`src/rtl/cnn_layer_accel_layer_engine_pe_buffered_if.sv`:
```
// Handshake bundle for the buffered layer-engine PE: per-lane rd/wr ingress and
// egress streams plus the per-lane accepted-packet counters.
interface cnn_layer_accel_layer_engine_pe_buffered_if #(
  parameter int C_PACKET_WIDTH = 66,
  parameter int C_NUM_PE       = 4,
  parameter int C_CNT_WIDTH    = 16
);
  logic [C_NUM_PE-1:0]                layer_eng_rd_input_valid;
  logic [C_NUM_PE-1:0]                layer_eng_rd_input_accept;
  logic [C_PACKET_WIDTH*C_NUM_PE-1:0] layer_eng_rd_input_data;
  logic [C_NUM_PE-1:0]                layer_eng_rd_output_valid;
  logic [C_NUM_PE-1:0]                layer_eng_rd_output_accept;
  logic [C_PACKET_WIDTH*C_NUM_PE-1:0] layer_eng_rd_output_data;

  logic [C_NUM_PE-1:0]                layer_eng_wr_input_valid;
  logic [C_NUM_PE-1:0]                layer_eng_wr_input_accept;
  logic [C_PACKET_WIDTH*C_NUM_PE-1:0] layer_eng_wr_input_data;
  logic [C_NUM_PE-1:0]                layer_eng_wr_output_valid;
  logic [C_NUM_PE-1:0]                layer_eng_wr_output_accept;
  logic [C_PACKET_WIDTH*C_NUM_PE-1:0] layer_eng_wr_output_data;

  logic [C_CNT_WIDTH*C_NUM_PE-1:0]    rd_pkt_count;
  logic [C_CNT_WIDTH*C_NUM_PE-1:0]    wr_pkt_count;

  // Master is the traffic source/sink around the engine; slave is the engine.
  modport master (
    output layer_eng_rd_input_valid, layer_eng_rd_input_data, layer_eng_rd_output_accept,
    output layer_eng_wr_input_valid, layer_eng_wr_input_data, layer_eng_wr_output_accept,
    input  layer_eng_rd_input_accept, layer_eng_rd_output_valid, layer_eng_rd_output_data,
    input  layer_eng_wr_input_accept, layer_eng_wr_output_valid, layer_eng_wr_output_data,
    input  rd_pkt_count, wr_pkt_count
  );

  modport slave (
    input  layer_eng_rd_input_valid, layer_eng_rd_input_data, layer_eng_rd_output_accept,
    input  layer_eng_wr_input_valid, layer_eng_wr_input_data, layer_eng_wr_output_accept,
    output layer_eng_rd_input_accept, layer_eng_rd_output_valid, layer_eng_rd_output_data,
    output layer_eng_wr_input_accept, layer_eng_wr_output_valid, layer_eng_wr_output_data,
    output rd_pkt_count, wr_pkt_count
  );
endinterface

```
`src/rtl/cnn_layer_accel_layer_engine_pe_buffered.sv`:
```
// Buffered layer-engine PE: 2*C_NUM_PE independent lane FIFOs (rd and wr paths),
// each with a saturating accepted-packet counter, drop mode and synchronous flush.
module cnn_layer_accel_layer_engine_pe_buffered_lane #(
  parameter int C_PACKET_WIDTH = 66,
  parameter int C_FIFO_DEPTH   = 4,
  parameter int C_CNT_WIDTH    = 16
) (
  input  logic                      clk,
  input  logic                      rst,
  input  logic                      flush,
  input  logic                      drop_en,
  input  logic                      i_valid,
  output logic                      o_accept,
  input  logic [C_PACKET_WIDTH-1:0] i_data,
  output logic                      o_valid,
  input  logic                      i_accept,
  output logic [C_PACKET_WIDTH-1:0] o_data,
  output logic [C_CNT_WIDTH-1:0]    o_count
);
  localparam int C_AW = $clog2(C_FIFO_DEPTH);

  logic [C_PACKET_WIDTH-1:0] r_mem [C_FIFO_DEPTH];
  logic [C_AW-1:0]           r_wr_ptr;
  logic [C_AW-1:0]           r_rd_ptr;
  logic [C_AW:0]             r_occ;
  logic [C_CNT_WIDTH-1:0]    r_count;

  logic w_full;
  logic w_empty;
  logic w_xfer;
  logic w_push;
  logic w_pop;

  assign w_full  = (r_occ == (C_AW+1)'(C_FIFO_DEPTH));
  assign w_empty = (r_occ == '0);

  // Accept never looks at i_valid; at full a same-cycle pop does not open the door.
  assign o_accept = !rst && !flush && (drop_en || !w_full);
  assign w_xfer   = i_valid && o_accept;
  assign w_push   = w_xfer && !drop_en;
  assign w_pop    = !w_empty && i_accept;

  assign o_valid  = !w_empty;
  assign o_data   = w_empty ? '0 : r_mem[r_rd_ptr];
  assign o_count  = r_count;

  always_ff @(posedge clk) begin
    if (rst) begin
      r_wr_ptr <= '0;
      r_rd_ptr <= '0;
      r_occ    <= '0;
      r_count  <= '0;
    end else begin
      if (w_xfer && (r_count != '1)) begin
        r_count <= r_count + 1'b1;
      end
      if (flush) begin
        r_wr_ptr <= '0;
        r_rd_ptr <= '0;
        r_occ    <= '0;
      end else begin
        if (w_push) r_wr_ptr <= r_wr_ptr + 1'b1;
        if (w_pop)  r_rd_ptr <= r_rd_ptr + 1'b1;
        case ({w_push, w_pop})
          2'b10:   r_occ <= r_occ + 1'b1;
          2'b01:   r_occ <= r_occ - 1'b1;
          default: r_occ <= r_occ;
        endcase
      end
    end
  end

  // NOTE: storage is deliberately not reset; occupancy defines validity and o_data is masked when empty.
  always_ff @(posedge clk) begin
    if (w_push) r_mem[r_wr_ptr] <= i_data;
  end
endmodule

module cnn_layer_accel_layer_engine_pe_buffered #(
  parameter int C_PACKET_WIDTH = 66,
  parameter int C_NUM_PE       = 4,
  parameter int C_FIFO_DEPTH   = 4,
  parameter int C_CNT_WIDTH    = 16
) (
  input  logic clk,
  input  logic rst,
  input  logic flush,
  input  logic drop_en,
  cnn_layer_accel_layer_engine_pe_buffered_if.slave bus
);
  localparam int W = C_PACKET_WIDTH;
  localparam int CW = C_CNT_WIDTH;

  for (genvar g = 0; g < C_NUM_PE; g++) begin : g_lane
    cnn_layer_accel_layer_engine_pe_buffered_lane #(
      .C_PACKET_WIDTH (C_PACKET_WIDTH),
      .C_FIFO_DEPTH   (C_FIFO_DEPTH),
      .C_CNT_WIDTH    (C_CNT_WIDTH)
    ) u_rd (
      .clk      (clk),
      .rst      (rst),
      .flush    (flush),
      .drop_en  (drop_en),
      .i_valid  (bus.layer_eng_rd_input_valid[g]),
      .o_accept (bus.layer_eng_rd_input_accept[g]),
      .i_data   (bus.layer_eng_rd_input_data[g*W +: W]),
      .o_valid  (bus.layer_eng_rd_output_valid[g]),
      .i_accept (bus.layer_eng_rd_output_accept[g]),
      .o_data   (bus.layer_eng_rd_output_data[g*W +: W]),
      .o_count  (bus.rd_pkt_count[g*CW +: CW])
    );

    cnn_layer_accel_layer_engine_pe_buffered_lane #(
      .C_PACKET_WIDTH (C_PACKET_WIDTH),
      .C_FIFO_DEPTH   (C_FIFO_DEPTH),
      .C_CNT_WIDTH    (C_CNT_WIDTH)
    ) u_wr (
      .clk      (clk),
      .rst      (rst),
      .flush    (flush),
      .drop_en  (drop_en),
      .i_valid  (bus.layer_eng_wr_input_valid[g]),
      .o_accept (bus.layer_eng_wr_input_accept[g]),
      .i_data   (bus.layer_eng_wr_input_data[g*W +: W]),
      .o_valid  (bus.layer_eng_wr_output_valid[g]),
      .i_accept (bus.layer_eng_wr_output_accept[g]),
      .o_data   (bus.layer_eng_wr_output_data[g*W +: W]),
      .o_count  (bus.wr_pkt_count[g*CW +: CW])
    );
  end
endmodule

```
`src/flat_wrapper.sv`:
```
// flat-port wrapper written by rule: the top's interface ports become plain ports
module cnn_layer_accel_layer_engine_pe_buffered_flat 
#(
  parameter int C_PACKET_WIDTH = 66,
  parameter int C_NUM_PE       = 4,
  parameter int C_FIFO_DEPTH   = 4,
  parameter int C_CNT_WIDTH    = 16
)
  (clk, rst, flush, drop_en, bus_layer_eng_rd_input_valid, bus_layer_eng_rd_input_data, bus_layer_eng_rd_output_accept, bus_layer_eng_wr_input_valid, bus_layer_eng_wr_input_data, bus_layer_eng_wr_output_accept, bus_layer_eng_rd_input_accept, bus_layer_eng_rd_output_valid, bus_layer_eng_rd_output_data, bus_layer_eng_wr_input_accept, bus_layer_eng_wr_output_valid, bus_layer_eng_wr_output_data, bus_rd_pkt_count, bus_wr_pkt_count);
  cnn_layer_accel_layer_engine_pe_buffered_if #(.C_PACKET_WIDTH(C_PACKET_WIDTH), .C_NUM_PE(C_NUM_PE), .C_CNT_WIDTH(C_CNT_WIDTH)) bus_i ();
  input  logic clk;
  input  logic rst;
  input  logic flush;
  input  logic drop_en;
  input wire logic [$bits(bus_i.layer_eng_rd_input_valid)-1:0] bus_layer_eng_rd_input_valid;
  input wire logic [$bits(bus_i.layer_eng_rd_input_data)-1:0] bus_layer_eng_rd_input_data;
  input wire logic [$bits(bus_i.layer_eng_rd_output_accept)-1:0] bus_layer_eng_rd_output_accept;
  input wire logic [$bits(bus_i.layer_eng_wr_input_valid)-1:0] bus_layer_eng_wr_input_valid;
  input wire logic [$bits(bus_i.layer_eng_wr_input_data)-1:0] bus_layer_eng_wr_input_data;
  input wire logic [$bits(bus_i.layer_eng_wr_output_accept)-1:0] bus_layer_eng_wr_output_accept;
  output wire logic [$bits(bus_i.layer_eng_rd_input_accept)-1:0] bus_layer_eng_rd_input_accept;
  output wire logic [$bits(bus_i.layer_eng_rd_output_valid)-1:0] bus_layer_eng_rd_output_valid;
  output wire logic [$bits(bus_i.layer_eng_rd_output_data)-1:0] bus_layer_eng_rd_output_data;
  output wire logic [$bits(bus_i.layer_eng_wr_input_accept)-1:0] bus_layer_eng_wr_input_accept;
  output wire logic [$bits(bus_i.layer_eng_wr_output_valid)-1:0] bus_layer_eng_wr_output_valid;
  output wire logic [$bits(bus_i.layer_eng_wr_output_data)-1:0] bus_layer_eng_wr_output_data;
  output wire logic [$bits(bus_i.rd_pkt_count)-1:0] bus_rd_pkt_count;
  output wire logic [$bits(bus_i.wr_pkt_count)-1:0] bus_wr_pkt_count;
  assign bus_i.layer_eng_rd_input_valid = bus_layer_eng_rd_input_valid;
  assign bus_i.layer_eng_rd_input_data = bus_layer_eng_rd_input_data;
  assign bus_i.layer_eng_rd_output_accept = bus_layer_eng_rd_output_accept;
  assign bus_i.layer_eng_wr_input_valid = bus_layer_eng_wr_input_valid;
  assign bus_i.layer_eng_wr_input_data = bus_layer_eng_wr_input_data;
  assign bus_i.layer_eng_wr_output_accept = bus_layer_eng_wr_output_accept;
  assign bus_layer_eng_rd_input_accept = bus_i.layer_eng_rd_input_accept;
  assign bus_layer_eng_rd_output_valid = bus_i.layer_eng_rd_output_valid;
  assign bus_layer_eng_rd_output_data = bus_i.layer_eng_rd_output_data;
  assign bus_layer_eng_wr_input_accept = bus_i.layer_eng_wr_input_accept;
  assign bus_layer_eng_wr_output_valid = bus_i.layer_eng_wr_output_valid;
  assign bus_layer_eng_wr_output_data = bus_i.layer_eng_wr_output_data;
  assign bus_rd_pkt_count = bus_i.rd_pkt_count;
  assign bus_wr_pkt_count = bus_i.wr_pkt_count;
  cnn_layer_accel_layer_engine_pe_buffered #(.C_PACKET_WIDTH(C_PACKET_WIDTH), .C_NUM_PE(C_NUM_PE), .C_FIFO_DEPTH(C_FIFO_DEPTH), .C_CNT_WIDTH(C_CNT_WIDTH)) u_core (.clk(clk), .rst(rst), .flush(flush), .drop_en(drop_en), .bus(bus_i));
endmodule
```
`config.mk`:
```
export PLATFORM = sky130hd
export DESIGN_NAME = cnn_layer_accel_layer_engine_pe_buffered_flat
export DESIGN_NICKNAME = d
export VERILOG_FILES = /design/src/rtl/cnn_layer_accel_layer_engine_pe_buffered_if.sv /design/src/rtl/cnn_layer_accel_layer_engine_pe_buffered.sv /design/src/flat_wrapper.sv
export SDC_FILE = /design/constraint.sdc
export NUM_CORES = 2
export LEC_CHECK = 0
export ABC_AREA = 1
export BUFFER_PORTS_ARGS = -buffer_cell sky130_fd_sc_hd__buf_4
export CORE_AREA = 2 2 478 480
export CTS_CLUSTER_DIAMETER = 30
export DETAILED_ROUTE_END_ITERATION = 16
export DIE_AREA = 0 0 480 482
export HOLD_SLACK_MARGIN = 0.06
export MAX_ROUTING_LAYER = met4
export PLACE_DENSITY = 0.63
export SLEW_MARGIN = 20
export SYNTH_ARGS = -nofsm -noshare
export SYNTH_HDL_FRONTEND = slang
export SYNTH_SLANG_ARGS = --single-unit
```
`constraint.sdc`:
```
create_clock -name clk -period 5.1 [get_ports clk]
set_input_delay 0.51 -clock clk [delete_from_list [all_inputs] [get_ports clk]]
set_output_delay 0.51 -clock clk [all_outputs]
set_load 0.01 [all_outputs]
```
==> out/metrics.csv <==
stage;metric;value;unit
outcome;status;finished clean;
die;Core Area;0.226;mm^2
synth;Syn Inst Count;7939;
layout;Util after Layout;55.6;%
timing;RSZ-0062 raised after global routing;false;
placed_design;count of buffers from port buffering;1219;
timing;minimum clock period;4.23;ns
clock_tree;Sink Count;2312;
clock_tree;clock-pin slew on the worst setup and hold paths;0.04;ns
placed_design;dpl cell area;0.104;mm^2
synth;share of the synthesized area in the top cell type;68.8;%
clock_tree;deepest clock path buffer count;4;
synth;asr flop ratio synth;0;%
route;DR vias;68100;
layout;# nets final;10400;
global_routing;vias in the first global route;65800;
setup_path;CP Capture Type;output port;
placed_design;RD Place Congestion;0.901;
route;initial DRC count;5950;
layout;P&R area growth vs syn;36.6;%
global_routing;initial antenna violation count;70;
route;DRC Markers;0;
layout;cell area after layout;0.126;mm^2
layout;share of cells above drive strength 1;21.2;%
clock_tree;CTS Root Cell;clkbuf_16;
die;Ports;1220;
global_routing;Total GRT Usage;24.5;%
timing;Least-Margin Pin Slew;1.14;ns
timing;final setup vio count;0;
route;post-DR vias/cell;5.13;
min_path;hold_sp;bus_layer_eng_rd_input_valid[1];
pwr;sequential share of power;39.6;%
synth;leading area contributor after synthesis;edfxtp_1;
synth;Post-synth EDFFs;2112;
route;ANT nets after route;0;
synth;Yosys warning count;0;
timing;Tcrit/Tclk final;82.9;%
min_path;WHS Path Cells;6;
pwr;Net Sw Frac;20.3;%
route;WL final;288000;um
route;Initial DRT Pass Iterations;6;
die;DIE WIDTH;480;um
pwr;Leakage Power;46.3;nW
pwr;Power Internal;42.0;mW
synth;syn_nets;8543;
timing;Clock Skews;0.111;ns
clock_tree;CTS tree;yes;
synth;average cell area after synthesis;11.6;um^2
setup_path;Worst Path Arrival;3.72;ns
synth;post-synth cell types;32;
timing;count of final hold-check violations;0;
min_path;WHS Endpoint;u_core.g_lane[1].u_rd.o_count[10];
timing;Rel. slew slack;23.9;%
setup_path;WS Path Type;reg -> out;
timing;Final Max Slew Viols;0;
layout;fin cells;13300;
die;starting density of the core;40.7;%
synth;share of the yosys chip area belonging to registers;73.2;%
global_routing;total congestion overflow;0;
setup_path;worst endpoint required time;4.59;ns
placed_design;placed wire-length estimate;179000;um
route;wire per inst;21.7;um
setup_path;worst-path fanout max;68;
flow_run;Max Cap Violations;0;
pwr;Logic pwr share;3.1;%
pwr;Psw;10.7;mW
setup_path;RR Startpoint;u_core.g_lane[3].u_rd.r_occ[0];
global_routing;first-pass GRT wire length;417000;um
synth;Yosys reg bits;2312;
die;DIE AREA;0.231;mm^2
pwr;PwrDens;419;mW/mm^2
timing;fin worst setup slack;0.874;ns
die;num rows;175;
synth;top_reg_cell synth;edfxtp_1;
clock_tree;Max H-tree Level;5;
min_path;Tightest Hold Check Type;in -> reg;
setup_path;worst r2r dst;u_core.g_lane[3].u_rd.r_mem[1][26];
die;Die Ht;482;um
clock_tree;clk_lat worst skew;0.99;ns
setup_path;r2r setup slk;2.06;ns
synth;synth top area cells;edfxtp_1 (69%), nor2_1 (10%), o21ai_0 (6.1%), dfxtp_1 (4.3%), a21oi_1 (3.7%);
pwr;Clk pwr share;57.3;%
timing;fmax;237;MHz
pwr;VDD IR max;413;uV
setup_path;R2R cell count;7;
setup_path;CP startpoint kind;register;
clock_tree;CTS buffer count;466;
global_routing;pin count of the biggest net entering global routing;133;
placed_design;Cells after DPL;11800;
placed_design;pre-CTS setup slack;1.08;ns
synth;Post-Syn Area;0.0921;mm^2
timing;setup TNS;0;ns
routing by layer:
| metal | wire [um] | vias up | global-route usage, % | share of wire (%) |
|---|---|---|---|---|
| met5 | 0 | - | - | 0 |
| met4 | 16100 | 0 | 12.7 | 5.6 |
| met3 | 26700 | 597 | 7.32 | 9.3 |
| met2 | 134000 | 2953 | 37.9 | 47 |
| met1 | 110000 | 32800 | 28.9 | 38 |
| li1 | - | 31700 | - | - |
synthesized netlist by cell type, types with 2 or more instances:
cell type / n
o21ai_0: 1130
nand4_1: 25
nand3_1: 128
inv_1: 214
buf_2: 100
buf_4: 17
clkbuf_1: 270
nor2_2: 3
edfxtp_1: 2112
buf_1: 61
nand3b_1: 7
nor3_1: 2
dfxtp_1: 200
ha_1: 48
a21oi_1: 681
xnor2_1: 10
nor2_1: 2480
buf_6: 2
or2_2: 6
nand2_1: 380
xor2_1: 22
nand3_4: 3
inv_2: 15
nand2_2: 5
fa_1: 8
nand3_2: 4
kinds of logic (layout without fill, tap and decap cells):
family	after synthesis	in the layout	share of synthesized area [%]
XOR/XNOR	32	32	0.304
buffers and inverters	680	2947	3.00
adder cells (fa/ha/maj)	56	56	0.826
other	0	65	0
AO/OA/AOI/OAI	1813	1813	9.86
flip-flops	2312	2312	73.2
AND/OR/NAND/NOR	3046	3046	12.8
critical path: stages (launching register included):
cell and delay (ns):
dfxtp_4 0.82, buf_4 0.71, nor2_1 0.11, nor2_1 0.11
o21ai_0 0.10, a21oi_1 0.67, buf_4 0.24
layout make-up:
type / count / area, um^2
Clock inverter: 306 / 3660
Sequential cell: 2312 / 67500
Inverter: 229 / 875
Fill cell: 18200 / 101000
Tap cell: 3009 / 3760
Antenna cell: 65 / 163
Clock buffer: 546 / 12100
Timing Repair Buffer: 1866 / 15600
Multi-Input combinational cell: 4947 / 22200
worst max-delay path by stage:
stage,from,end,slack [ns]
floorplan,rst,u_core.g_lane[2].u_rd.r_mem[0][0],0.51
global placement,rst,u_core.g_lane[3].u_rd.r_mem[3][59],1.18
detailed placement,rst,u_core.g_lane[3].u_rd.r_mem[1][26],1.08
CTS,register,bus_layer_eng_rd_output_data[120],0.80
global route,register,bus_layer_eng_rd_output_data[120],0.66
finish,register,bus_layer_eng_rd_output_data[120],0.87
flip-flops by register name, summed over array words and instances, names as in the netlist, named ones only:
signal	count
u_core.g_lane.u_rd.r_mem	1056
u_core.g_lane.u_wr.r_mem	1056
u_core.g_lane.u_rd.o_count	64
u_core.g_lane.u_wr.o_count	64
u_core.g_lane.u_rd.r_occ	12
u_core.g_lane.u_wr.r_occ	12
u_core.g_lane.u_rd.r_rd_ptr	8
u_core.g_lane.u_rd.r_wr_ptr	8
u_core.g_lane.u_wr.r_rd_ptr	8
u_core.g_lane.u_wr.r_wr_ptr	8
power groups by stage:
stage | logic, mW | clock network (mW) | registers [mW]
floorplan | 0.383 | 0 | 21.2
global placement | 1.20 | 0 | 21.2
detailed placement | 1.24 | 0 | 21.2
CTS | 1.65 | 30.5 | 20.9
global route | 1.77 | 31.5 | 20.9
finish | 1.66 | 30.2 | 20.9
placed cells by master (no fill, tap or decap), types with 66 or more instances in the layout:
cell type,netlist,layout
a21oi_1,681,681
dfxtp_1,200,184
bufinv_16,0,71
nor2_1,2480,2448
clkinv_2,0,87
buf_4,17,1301
clkbuf_1,270,66
nand2_1,380,380
edfxtp_1,2112,2112
inv_1,214,196
clkbuf_16,0,469
dlygate4sd3_1,0,544
o21ai_0,1130,1130
nand3_1,128,128
timing repair:
item	CTS	global route
setup endpoints to repair	0	0
endpoints found under the hold margin	2198	0
gates resized for setup	0	0
buffers inserted	0	0
hold buffers	544	0
stage by stage:
stage	hold slack, ns	power [mW]
final	0.179	52.8
after global routing	0.146	54.2
after CTS	0.0755	53.1
after detailed placement	0.449	22.5
after global placement	0.438	22.4
after floorplan	0.436	21.6
Note: power is estimated with default switching activity, not from simulation.
